## config.mk

```make
export PLATFORM = sky130hd
export DESIGN_NAME = trap_controller
export DESIGN_NICKNAME = d
export VERILOG_FILES = /design/src/rtl/trap_controller.sv
export SDC_FILE = /design/constraint.sdc
export NUM_CORES = 1
export LEC_CHECK = 0
export BUFFER_PORTS_ARGS = -buffer_cell sky130_fd_sc_hd__buf_2
export CAP_MARGIN = 20
export CORE_AREA = 3 3 117 119
export CTS_CLUSTER_SIZE = 16
export DETAILED_ROUTE_END_ITERATION = 7
export DIE_AREA = 0 0 120 122
export GPL_TIMING_DRIVEN = 0
export PLACE_DENSITY = 0.69
export SLEW_MARGIN = 15
export SYNTH_ARGS = -nofsm -noshare
export SYNTH_HDL_FRONTEND = slang
export SYNTH_SLANG_ARGS = --single-unit
export TNS_END_PERCENT = 50
```

## constraint.sdc

```tcl
create_clock -name iCLK -period 2.7 [get_ports iCLK]
set_input_delay 0.405 -clock iCLK [delete_from_list [all_inputs] [get_ports iCLK]]
set_output_delay 0.405 -clock iCLK [all_outputs]
set_load 0.02 [all_outputs]
```

## src/rtl/trap_controller.sv

```systemverilog
// trap_controller: user-mode trap sequencer.
// Takes synchronous exceptions, URET and edge-latched external/timer interrupts.
// It writes UEPC/UCAUSE/UTVAL and redirects the fetch PC.
// Optional feature: define VECTORED_INT_EN for vectored interrupt targets when UTVEC mode = 2'b01.
//
// Handshake: iExcReq is a level request that the core holds while oStall=1.
// It is sampled only in IDLE. oRegWriteSimu and oPCRedirect are one-cycle
// strobes with no back-pressure. oStall is high for every non-IDLE cycle.
module trap_controller (
    input  logic        iCLK,
    input  logic        iRST,
    input  logic        iExcReq,
    input  logic [4:0]  iExcCause,
    input  logic [31:0] iExcTval,
    input  logic [31:0] iPC,
    input  logic        iUret,
    input  logic        iExtIrq,
    input  logic        iTimerIrq,
    input  logic [31:0] iUSTATUS,
    input  logic [31:0] iUTVEC,
    input  logic [31:0] iUEPC,
    output logic        oRegWriteSimu,
    output logic [31:0] oWriteDataUEPC,
    output logic [31:0] oWriteDataUCAUSE,
    output logic [31:0] oWriteDataUTVAL,
    output logic        oPCRedirect,
    output logic [31:0] oRedirectPC,
    output logic        oStall,
    output logic        oInHandler,
    output logic [1:0]  oDbgState
);

    typedef enum logic [1:0] {
        ST_IDLE     = 2'd0,
        ST_CAPTURE  = 2'd1,
        ST_REDIRECT = 2'd2,
        ST_RET      = 2'd3
    } state_e;

    state_e      state_q;
    logic        ext_prev_q, tmr_prev_q;
    logic        pend_ext_q, pend_tmr_q;
    logic        pend_ext_d, pend_tmr_d;
    logic        reg_write_q, redirect_q, stall_q, in_handler_q;
    logic [31:0] uepc_q, ucause_q, utval_q, redirect_pc_q;

    logic        in_idle, irq_allowed, rise_ext, rise_tmr;
    logic        take_exc, take_uret, take_ext, take_tmr;
    logic [31:0] trap_base, vec_offset, trap_target;

    // Only the UIE bit of USTATUS matters here.
    logic unused_ustatus;
    assign unused_ustatus = ^iUSTATUS[31:1];

    // Request arbitration: exception > URET > external > timer, IDLE only.
    always_comb begin
        in_idle     = (state_q == ST_IDLE);
        irq_allowed = iUSTATUS[0] & ~in_handler_q;
        rise_ext    = iExtIrq & ~ext_prev_q;
        rise_tmr    = iTimerIrq & ~tmr_prev_q;
        take_exc    = in_idle & iExcReq;
        take_uret   = in_idle & ~iExcReq & iUret;
        take_ext    = in_idle & ~iExcReq & ~iUret & irq_allowed & pend_ext_q;
        take_tmr    = in_idle & ~iExcReq & ~iUret & irq_allowed & ~pend_ext_q & pend_tmr_q;
        // A fresh edge in the same cycle as a take keeps the pending bit set.
        pend_ext_d  = rise_ext | (pend_ext_q & ~take_ext);
        pend_tmr_d  = rise_tmr | (pend_tmr_q & ~take_tmr);
    end

    // Handler target: UTVEC base, plus a per-cause offset for vectored interrupts.
    always_comb begin
        trap_base  = iUTVEC & 32'hFFFF_FFFC;
        vec_offset = 32'd0;
`ifdef VECTORED_INT_EN
        // UCAUSE[31] marks an interrupt. The cause code times 4 gives the vector slot.
        if (ucause_q[31] && (iUTVEC[1:0] == 2'b01)) begin
            vec_offset = {25'd0, ucause_q[4:0], 2'b00};
        end
`endif
        trap_target = trap_base + vec_offset;
    end

    // Trap FSM with registered outputs, edge detectors and pending bits.
    always_ff @(posedge iCLK or negedge iRST) begin
        if (!iRST) begin
            state_q       <= ST_IDLE;
            ext_prev_q    <= 1'b0;
            tmr_prev_q    <= 1'b0;
            pend_ext_q    <= 1'b0;
            pend_tmr_q    <= 1'b0;
            reg_write_q   <= 1'b0;
            redirect_q    <= 1'b0;
            stall_q       <= 1'b0;
            in_handler_q  <= 1'b0;
            uepc_q        <= 32'd0;
            ucause_q      <= 32'd0;
            utval_q       <= 32'd0;
            redirect_pc_q <= 32'd0;
        end else begin
            ext_prev_q <= iExtIrq;
            tmr_prev_q <= iTimerIrq;
            pend_ext_q <= pend_ext_d;
            pend_tmr_q <= pend_tmr_d;
            case (state_q)
                ST_IDLE: begin
                    if (take_exc || take_ext || take_tmr) begin
                        state_q     <= ST_CAPTURE;
                        stall_q     <= 1'b1;
                        reg_write_q <= 1'b1;
                        uepc_q      <= iPC;
                        if (take_exc) begin
                            ucause_q <= {27'd0, iExcCause};
                            utval_q  <= iExcTval;
                        end else if (take_ext) begin
                            ucause_q <= 32'h8000_0008;
                            utval_q  <= 32'd0;
                        end else begin
                            ucause_q <= 32'h8000_0004;
                            utval_q  <= 32'd0;
                        end
                    end else if (take_uret) begin
                        state_q       <= ST_RET;
                        stall_q       <= 1'b1;
                        redirect_q    <= 1'b1;
                        redirect_pc_q <= iUEPC;
                    end
                end
                ST_CAPTURE: begin
                    state_q       <= ST_REDIRECT;
                    reg_write_q   <= 1'b0;
                    redirect_q    <= 1'b1;
                    redirect_pc_q <= trap_target;
                end
                ST_REDIRECT: begin
                    state_q      <= ST_IDLE;
                    redirect_q   <= 1'b0;
                    stall_q      <= 1'b0;
                    in_handler_q <= 1'b1;
                end
                ST_RET: begin
                    state_q      <= ST_IDLE;
                    redirect_q   <= 1'b0;
                    stall_q      <= 1'b0;
                    in_handler_q <= 1'b0;
                end
                default: state_q <= ST_IDLE;
            endcase
        end
    end

    assign oRegWriteSimu    = reg_write_q;
    assign oWriteDataUEPC   = uepc_q;
    assign oWriteDataUCAUSE = ucause_q;
    assign oWriteDataUTVAL  = utval_q;
    assign oPCRedirect      = redirect_q;
    assign oRedirectPC      = redirect_pc_q;
    assign oStall           = stall_q;
    assign oInHandler       = in_handler_q;
    assign oDbgState        = state_q;

endmodule

```

==> flow_summary_export.csv, run 1 <==
group,metric,value,unit
timing,rsz0062_at_grt,"no",
yosys,synth_commonest_cells,"dfrtp_1 (112), mux2_2 (90), nand2_1 (72), o21ai_0 (38), buf_4 (26)",
routing,num_vias,3945,
cts,root_buffer,"clkbuf_16",
critical_path,endpoint_kind,"register",
critical_path,crit_required,2.92,ns
die,die_x,120,microns
yosys,synth-xor-area-share,0,%
timing,setup_viol,0,
final_layout,area_growth,38.6,%
yosys,synth.avg_cell_area,12.1,sq um
job,drv_cap,0,
timing,period_share,75.9,%
yosys,synth_top_area_share,57.1,%
critical_path,cp_max_fo,10,
grt,grt_pass1_vias,4022,
yosys,synth-seq-area-share,57.1,%
worst_hold_path,hp-class,"input port to register",
yosys,synth_top_cell_by_area,"dfrtp_1",
routing,ant_nets,0,
cts,clockBufferDepth,2,
cts,numCtsBuffers,9,
cts,cts_tree,"done",
placed_design,gp_congestion,0.797,
routing,viasPerCell,4.57,
yosys,synthTopCellsByArea,"dfrtp_1 (57%), mux2_2 (21%), nand2_1 (5.5%)",
routing,drt_iter0_markers,167,
yosys,yosysMostFrequentCell,"dfrtp_1",
cts,clk_pin_slew,0.07,ns
yosys,ys_seq_elements,112,
timing,hold_viol,0,
grt,grt_max_degree,85,
placed_design,dp.cells,847,
die,die-area,0.0146,sq mm
final_layout,final_nets,858,
cts,cts.sinks,112,
yosys,netlist_area,0.00491,sq mm
placed_design,place.port_buffers,245,
die,core,0.0127,sq mm
critical_path,arrival,2.27,ns
yosys,synth_compound_area_share,6.35,%
die,die-height,122,microns
grt,antenna_found_initial,2,
run_status,status,"finished clean",
power,power,8.28,mW
routing,wl,12400,microns
yosys,syn_inst,404,
timing,fmax,488,MHz
yosys,synth_top_family_by_area,"multiplexers",
yosys,yosys.area_share.simple,8.13,%
yosys,ys_async_sr_fraction,100,%
yosys,yosysUniqueCellTypes,34,
final_layout,drive_above_1_share,57.4,%
timing,period_needed,2.05,ns
placed_design,dp_hpwl,9730,microns
die,rows,41,
power,p_per_area,1220,mW/mm^2
critical_path,crit_type,"register to register",
die,pin_count,305,
cts,post-cts-setup-buffer-count,0,
yosys,synthMuxAreaShare,21.3,%
yosys,synthFlopType,"dfrtp_1",
yosys,yosys_warnings,0,
die,initial_core_util,38.7,%
final_layout,stdcell_count,864,
routing,firstDrtPassIters,4,
timing,fin_ws,0.650,ns
timing,fin_hold_ws,0.184,ns
final_layout,diodes,0,
grt,gr-usage-all-layers,16.7,%
routing,wl_per_cell,14.4,microns
timing,final_max_slew_viol_count,0,
cts,clk_latency,0.34,ns
yosys,synth_edf_count,0,
placed_design,place_ws,0.630,ns
timing,finClkSkew,0.00897,ns
power,p_leak,3.45,nW
timing,setup_tns,0,ns
grt,grt_first_pass_wirelength,19600,microns
routing,drcViolationCount,0,
cts,htree_levels,3,
power,peakVddDrop,0.689,mV
grt,grt-ovfl-total,0,
critical_path,start_kind,"register",
yosys,synthAdderAreaFrac,0,%
## metal layers
layer	wire length [microns]	GRT usage, %	part of all wire, %	vias to the layer above
met4	253	6.94	2.0	4
met3	973	4.55	7.8	25
li1	-	-	-	1888
met5	27	0	0.22	-
met1	4770	19.7	38	1864
met2	6420	28.9	52	164
## kinds of logic (layout without fill, tap and decap cells)
kind of cell / after synthesis / count (layout)
DFF: 112 / 112
muxes: 93 / 93
and+or+nand+nor: 89 / 89
buffers and inverters: 55 / 318
AOI/OAI and AO/OA: 54 / 54
other: 1 / 26
## cell usage in the layout, fill, tap and decap left out, types with 3 or more instances in the layout
| cell type | Yosys | final |
|---|---|---|
| buf_4 | 26 | 26 |
| clkbuf_1 | 3 | 6 |
| nand2_1 | 72 | 72 |
| clkbuf_16 | 0 | 9 |
| dfrtp_1 | 112 | 112 |
| o21ai_1 | 3 | 3 |
| inv_1 | 7 | 7 |
| conb_1 | 1 | 26 |
| o21ai_0 | 38 | 38 |
| nor2_1 | 3 | 3 |
| a21oi_1 | 3 | 3 |
| buf_6 | 3 | 4 |
| mux2_1 | 3 | 3 |
| mux2_2 | 90 | 90 |
| buf_2 | 14 | 258 |
## worst max-delay path, stage by stage (launching register included)
cell and delay [ns]:
dfrtp_1 0.40, buf_2 0.18, or3_4 0.41, o31ai_4 0.38, buf_6 0.22, mux2_2 0.34
## where the power goes
group	switching (mW)	internal [mW]	total (mW)
registers	0.414	2.50	2.91
clock network	0.571	0.839	1.41
logic	2.30	1.66	3.96
## flip-flops by register name, summed over array words and instances (netlist names), 2 cells and up
name / cells
oWriteDataUCAUSE: 6
oRedirectPC: 32
oWriteDataUTVAL: 32
oDbgState: 2
oWriteDataUEPC: 32
## what timing repair did
item                      in CTS  in global routing
hold buffers                   1                  0
hold endpoints to repair      28                  0
gates resized for setup        0                  0
## area by class of cell
cell class / instances / area, sq um
Buffer: 48 / 318
Clock buffer: 13 / 250
Clock inverter: 3 / 65.1
Fill cell: 1138 / 5870
Inverter: 7 / 26.3
Multi-Input combinational cell: 262 / 1860
Sequential cell: 112 / 2800
Tap cell: 172 / 215
Timing Repair Buffer: 247 / 1270
## path summary, 6_finish.rpt
path,from,endpoint,slack [ns],cells after the start
setup / recovery,oDbgState[0],oWriteDataUEPC[8],0.65,5
hold / removal,iTimerIrq,tmr_prev_q,0.18,1
setup reg to reg,oDbgState[0],oWriteDataUEPC[8],0.65,5
hold reg to reg,tmr_prev_q,pend_tmr_q,0.43,1
max in group asynchronous,iRST,oWriteDataUTVAL[15],1.49,3
min in group asynchronous,iRST,oWriteDataUEPC[14],0.49,2
## per-stage QoR
step	utilization [%]	instance area, sq um
global placement	50.9	6440
finish	53.7	6800
CTS	53.7	6800
global route	53.7	6800
floorplan	-	5000
detailed placement	51.1	6480
(Power assumes the default switching activity.)
==> inputs of run 2 (changes only) <==
--- a/config.mk
+++ b/config.mk
@@ -7,12 +7,12 @@
 export LEC_CHECK = 0
 export BUFFER_PORTS_ARGS = -buffer_cell sky130_fd_sc_hd__buf_2
 export CAP_MARGIN = 20
-export CORE_AREA = 3 3 117 119
+export CORE_MARGIN = 3
+export CORE_UTILIZATION = 39
 export CTS_CLUSTER_SIZE = 16
 export DETAILED_ROUTE_END_ITERATION = 7
-export DIE_AREA = 0 0 120 122
 export GPL_TIMING_DRIVEN = 0
-export PLACE_DENSITY = 0.69
+export PLACE_DENSITY = 0.73
 export SLEW_MARGIN = 15
 export SYNTH_ARGS = -nofsm -noshare
 export SYNTH_HDL_FRONTEND = slang
==> constraint.sdc (replaced) <==
create_clock -name iCLK -period 1.73 [get_ports iCLK]
set_input_delay 0.2595 -clock iCLK [delete_from_list [all_inputs] [get_ports iCLK]]
set_output_delay 0.2595 -clock iCLK [all_outputs]
set_load 0.02 [all_outputs]
==> run 2 against run 1 <==
  * Sequential power rose by 57%
  * Final area increased by 6.6%
  * Maximum frequency increased by 10%
  * Non-clock buffer count increased by 13
  * Register-to-register slack lost 0.78 ns
  * The flow now finishes with violations (setup timing)
  * Hold slack got worse by 0.15 ns
==> flow_summary_export.csv, run 2 (same netlist as run 1, synthesis figures left out) <==
group,metric,value,unit
run_status,status,"finished with violations",
run_status,violations,"setup timing",
final_layout,area_growth,47.7,%
die,die_x,118,microns
timing,rsz0062_at_grt,"yes",
critical_path,crit_type,"register to register",
power,swShare,40.2,%
die,pin_count,305,
routing,wl_per_cell,15.7,microns
cts,clockBufferDepth,2,
power,internal_power,8.18,mW
die,rows,40,
final_layout,regArea,0.00281,sq mm
final_layout,nFillCells,1008,
power,peakVddDrop,1.01,mV
timing,fin_ws,-0.126,ns
final_layout,final_nets,871,
grt,grt-ovfl-total,0,
placed_design,dp_hpwl,10200,microns
grt,gr-usage-all-layers,18.9,%
power,power_frac_comb,52.3,%
critical_path,endpoint_kind,"register",
die,die-height,118,microns
die,core,0.0122,sq mm
routing,drt_iter0_markers,212,
timing,setup_viol,54,
placed_design,dp.cells,843,
worst_hold_path,hp-class,"input port to register",
cts,root_buffer,"clkbuf_16",
critical_path,arrival,2.09,ns
critical_path,slowest_stage,"dfrtp_2",
placed_design,gp_congestion,0.873,
cts,clk_latency,0.35,ns
timing,setup_tns,-3.25,ns
routing,wl,13700,microns
final_layout,diodes,0,
power,clkPwrFrac,14.3,%
cts,htree_levels,3,
routing,viasPerCell,4.65,
final_layout,multi_input_area,0.00207,sq mm
final_layout,fin_util,59.6,%
critical_path,slowest_delay,0.41,ns
die,die-area,0.0140,sq mm
critical_path,cp_max_fo,10,
routing,ant_nets,0,
timing,hold_viol,0,
power,net-switching-power,5.50,mW
timing,tightestPinTransition,0.587,ns
critical_path,rrSetupSlack,-0.13,ns
timing,period_needed,1.86,ns
placed_design,place.port_buffers,245,
cts,numCtsBuffers,9,
cts,cts.sinks,112,
grt,grt_first_pass_wirelength,21000,microns
timing,period_share,107,%
final_layout,final_common_cell,"buf_2",
cts,cts_tree,"done",
timing,relSlewSlack,60.8,%
grt,antenna_found_initial,0,
critical_path,crit_chain,"buf_6, or3_4, o31ai_4, buf_12, buf_8, mux2_2",
cts,clk_pin_slew,0.07,ns
final_layout,drive_above_1_share,64.6,%
critical_path,start_kind,"register",
grt,grt_pass1_vias,4210,
routing,firstDrtPassIters,4,
power,sequentialPowerShare,33.5,%
timing,finClkSkew,0.00564,ns
routing,num_vias,4054,
grt,grt_max_degree,64,
die,initial_core_util,40.4,%
final_layout,mostFrequentLayoutCells,"buf_2 (252), dfrtp_1 (110), nand2_1 (72)",
final_layout,stdcell_count,872,
routing,drcViolationCount,0,
power,p_per_area,1890,mW/mm^2
power,p_leak,3.70,nW
job,drv_cap,0,
critical_path,crit_required,1.96,ns
timing,fmax,539,MHz
timing,final_max_slew_viol_count,0,
==> run 2: cell types whose count changed in the layout (fill, tap and decap cells not counted), moves of 3 or more <==
cell	before	now
buf_8	0	5
buf_4	26	35
mux2_4	0	21
clkbuf_1	6	1
buf_12	0	3
o21ai_2	0	34
buf_2	258	252
o21ai_1	3	0
mux2_2	90	70
o21ai_0	38	7
==> run 2: per-layer routing <==
metal	vias to the layer above	wire [microns]	track usage, %
met5	-	0	0
met4	0	254	7.40
met3	19	1090	6.03
met2	184	7050	33.5
met1	1930	5260	21.0
li1	1921	-	-
==> run 2: final timing paths <==
| kind | end | startpoint | cells after the start |
|---|---|---|---|
| setup / recovery | oWriteDataUEPC[9] | oDbgState[0] | 6 |
| hold / removal | tmr_prev_q | iTimerIrq | 1 |
| setup reg to reg | oWriteDataUEPC[9] | oDbgState[0] | 6 |
| hold reg to reg | pend_ext_q | ext_prev_q | 1 |
| max in group asynchronous | oWriteDataUTVAL[7] | iRST | 3 |
| min in group asynchronous | oRedirectPC[12] | iRST | 2 |
==> run 2: area by class of cell <==
type,count,share of cell area [%]
Sequential cell,112,38.7
Inverter,7,0.362
Multi-Input combinational cell,262,28.6
Clock inverter,3,0.242
Tap cell,168,2.90
Timing Repair Buffer,260,20.3
Buffer,48,5.37
Clock buffer,12,3.54
==> run 2: power groups by stage <==
| stage | Clock [mW] | Combinational (mW) | Sequential (mW) |
|---|---|---|---|
| 6_report | 1.95 | 7.15 | 4.58 |
| 5_1_grt | 2.10 | 7.63 | 4.74 |
| 4_1_cts | 2.00 | 6.74 | 4.57 |
| 3_5_place_dp | 0 | 6.31 | 4.60 |
| 3_3_place_gp | 0 | 6.13 | 4.53 |
| 2_1_floorplan | 0 | 2.55 | 6.13 |
==> run 2: timing repair <==
action,in CTS,in global routing
gates resized for setup,49,72
endpoints found under the hold margin,62,0
hold buffers,1,0
gates cloned,2,2
pin swaps,2,35
endpoints found under the setup margin,98,98
setup buffers,7,2
==> run 2: critical path: cells and delay by family (launching register included) <==
family	cells	cell delay [ns]
flops	1	0.41
compound gates	1	0.21
buf+inv	3	0.44
mux	1	0.34
simple gates	1	0.34
==> run 2: stage by stage <==
step           area, sq um  total power [mW]  hold WS, ns  setup WS [ns]
2_1_floorplan         5010              8.69      -0.0361         -0.186
3_3_place_gp          6450              10.7        0.387          -1.02
3_5_place_dp          6480              10.9        0.279         -0.318
4_1_cts               7010              13.3       0.0148         -0.136
5_1_grt               7250              14.5       0.0165         -0.172
6_report              7250              13.7       0.0356         -0.126
==> inputs of run 3 (changes only) <==
==> constraint.sdc (replaced) <==
create_clock -name iCLK -period 1.73 [get_ports iCLK]
set_input_delay 0.519 -clock iCLK [delete_from_list [all_inputs] [get_ports iCLK]]
set_output_delay 0.519 -clock iCLK [all_outputs]
set_load 0.02 [all_outputs]
==> run 3 against run 2 <==
  * The run still ends with setup timing left
  * Highest routed layer unchanged
  * Final area decreased by 0.14%
  * Sequential share of layout area increased by 0.053 points
  * Die area unchanged
  * Register-to-register slack is essentially flat
  * Cell count is 0.11% lower
  * Global-route usage barely moved
  * Non-clock buffer count fell by 1
  * Maximum frequency fell by 0.26%
  * Total power barely moved
  * Count of clock-buffer cells in the layout unchanged
  * Largest power group unchanged
==> flow_summary_export.csv, run 3 (same netlist as run 1, synthesis figures left out) <==
group,metric,value,unit
run_status,status,"finished with violations",
run_status,violations,"setup timing",
placed_design,placed_area,0.00648,sq mm
power,net-switching-power,5.50,mW
critical_path,rrSetupSlack,-0.13,ns
critical_path,slowest_stage,"dfrtp_2",
power,clkPwrFrac,14.3,%
critical_path,crit_type,"register to register",
placed_design,dp_hpwl,10200,microns
power,power,13.7,mW
critical_path,critPathTopFamily,"buffers and inverters",
critical_path,arrival,2.09,ns
cts,numCtsBuffers,9,
power,p_per_area,1890,mW/mm^2
final_layout,mostFrequentLayoutCells,"buf_2 (252), dfrtp_1 (110), nand2_1 (72)",
die,initial_core_util,40.4,%
power,sequentialPowerShare,33.5,%
cts,htree_levels,3,
die,pin_count,305,
power,swShare,40.2,%
routing,wl_per_cell,15.7,microns
timing,tightestPinTransition,0.586,ns
routing,num_vias,4055,
timing,setup_viol,55,
power,p_leak,3.70,nW
routing,firstDrtPassIters,4,
cts,clk_latency,0.35,ns
die,rows,40,
critical_path,start_kind,"register",
critical_path,cp_max_fo,10,
grt,antenna_found_initial,0,
critical_path,timing.critical_path.buf_inv,3,
cts,root_buffer,"clkbuf_16",
critical_path,endpoint_kind,"register",
placed_design,place_ws,-0.504,ns
power,power_frac_comb,52.3,%
routing,ant_nets,0,
cts,hold_buffers,0,
final_layout,drive_above_1_share,64.7,%
timing,period_needed,1.86,ns
routing,wl,13600,microns
timing,fmax,537,MHz
critical_path,crit_required,1.96,ns
grt,gr-usage-all-layers,18.9,%
cts,cts.sinks,112,
timing,period_share,108,%
critical_path,r2r_start,"oDbgState[0]",
routing,drcViolationCount,0,
final_layout,area_growth,47.5,%
die,core,0.0122,sq mm
final_layout,final_cell_area,0.00724,sq mm
cts,clk_pin_slew,0.07,ns
job,drv_cap,0,
final_layout,fin_util,59.5,%
grt,grt_first_pass_wirelength,21000,microns
cts,clockBufferDepth,2,
final_layout,final_nets,870,
timing,final_max_slew_viol_count,0,
grt,grt_max_degree,64,
die,die-area,0.0140,sq mm
routing,drt_iter0_markers,233,
final_layout,nFillCells,1009,
timing,hold_viol,0,
final_layout,diodes,0,
die,die-height,118,microns
timing,relSlewSlack,60.9,%
grt,grt_pass1_vias,4204,
placed_design,place.port_buffers,245,
timing,finClkSkew,0.00556,ns
worst_hold_path,hp-class,"input port to asynchronous set/reset pin",
grt,grt-ovfl-total,0,
routing,viasPerCell,4.66,
timing,fin_hold_ws,0.144,ns
critical_path,path_depth,6,
critical_path,r2r_end,"oWriteDataUEPC[9]",
power,internal_power,8.18,mW
timing,rsz0062_at_grt,"yes",
timing,fin_ws,-0.131,ns
power,peakVddDrop,1.01,mV
final_layout,final_common_cell,"buf_2",
critical_path,r2r_cells,6,
placed_design,gp_congestion,0.873,
critical_path,slowest_delay,0.41,ns
die,die_x,118,microns
critical_path,crit_chain,"buf_6, or3_4, o31ai_4, buf_12, buf_8, mux2_2",
cts,cts_tree,"done",
## run 3: repair_timing
| item | in CTS | in global routing |
|---|---|---|
| hold endpoints to repair | 0 | 0 |
| pin swaps | 2 | 35 |
| resized for setup | 49 | 72 |
| setup buffers | 7 | 2 |
| endpoints found under the setup margin | 98 | 98 |
| gates cloned | 2 | 2 |
## run 3: power groups by stage
stage,clock network [mW],logic (mW),registers [mW]
floorplan,0,2.55,6.13
global placement,0,6.13,4.53
detailed placement,0,6.31,4.60
CTS,2.00,6.74,4.57
global route,2.10,7.63,4.74
finish,1.95,7.15,4.58
## run 3: metal layers
layer,GRT usage [%],vias up,part of all wire (%)
met4,7.40,0,1.9
li1,-,1918,-
met1,21.0,1931,38
met5,0,-,0
met2,33.4,187,52
met3,6.03,19,8.3
## run 3: how the worst max path moves through the flow
stage | end | slack [ns] | from
after detailed placement | oWriteDataUEPC[12] | -0.50 | iUret
after CTS | oWriteDataUEPC[3] | -0.14 | oDbgState[0]
after global routing | oWriteDataUEPC[9] | -0.17 | oDbgState[0]
after global placement | oDbgState[0] | -1.27 | iRST
final | oWriteDataUEPC[9] | -0.13 | oDbgState[0]
after floorplan | oWriteDataUEPC[10] | -0.19 | oDbgState[0]
## run 3: area by class of cell
cell class	instances	area, sq um	area share, %
Sequential cell	112	2810	38.7
Multi-Input combinational cell	262	2070	28.6
Timing Repair Buffer	259	1470	20.2
Buffer	48	389	5.37
Clock buffer	12	256	3.54
Tap cell	168	210	2.90
Inverter	7	26.3	0.363
Clock inverter	3	17.5	0.242
## run 3: worst reg2reg max path, delay by kind of cell, from the launching register on
kind | cells | cell delay [ns]
flops | 1 | 0.41
mux | 1 | 0.34
simple gates | 1 | 0.34
compound gates | 1 | 0.21
buf+inv | 3 | 0.45
## run 3: per-stage QoR
| step | std cells | TNS, ns |
|---|---|---|
| 6_report | 871 | -3.36 |
| 5_1_grt | 871 | -7.67 |
| 4_1_cts | 867 | -4.47 |
| 3_5_place_dp | 843 | -36.66 |
| 3_3_place_gp | 842 | -154.60 |
| 2_1_floorplan | 429 | -5.74 |
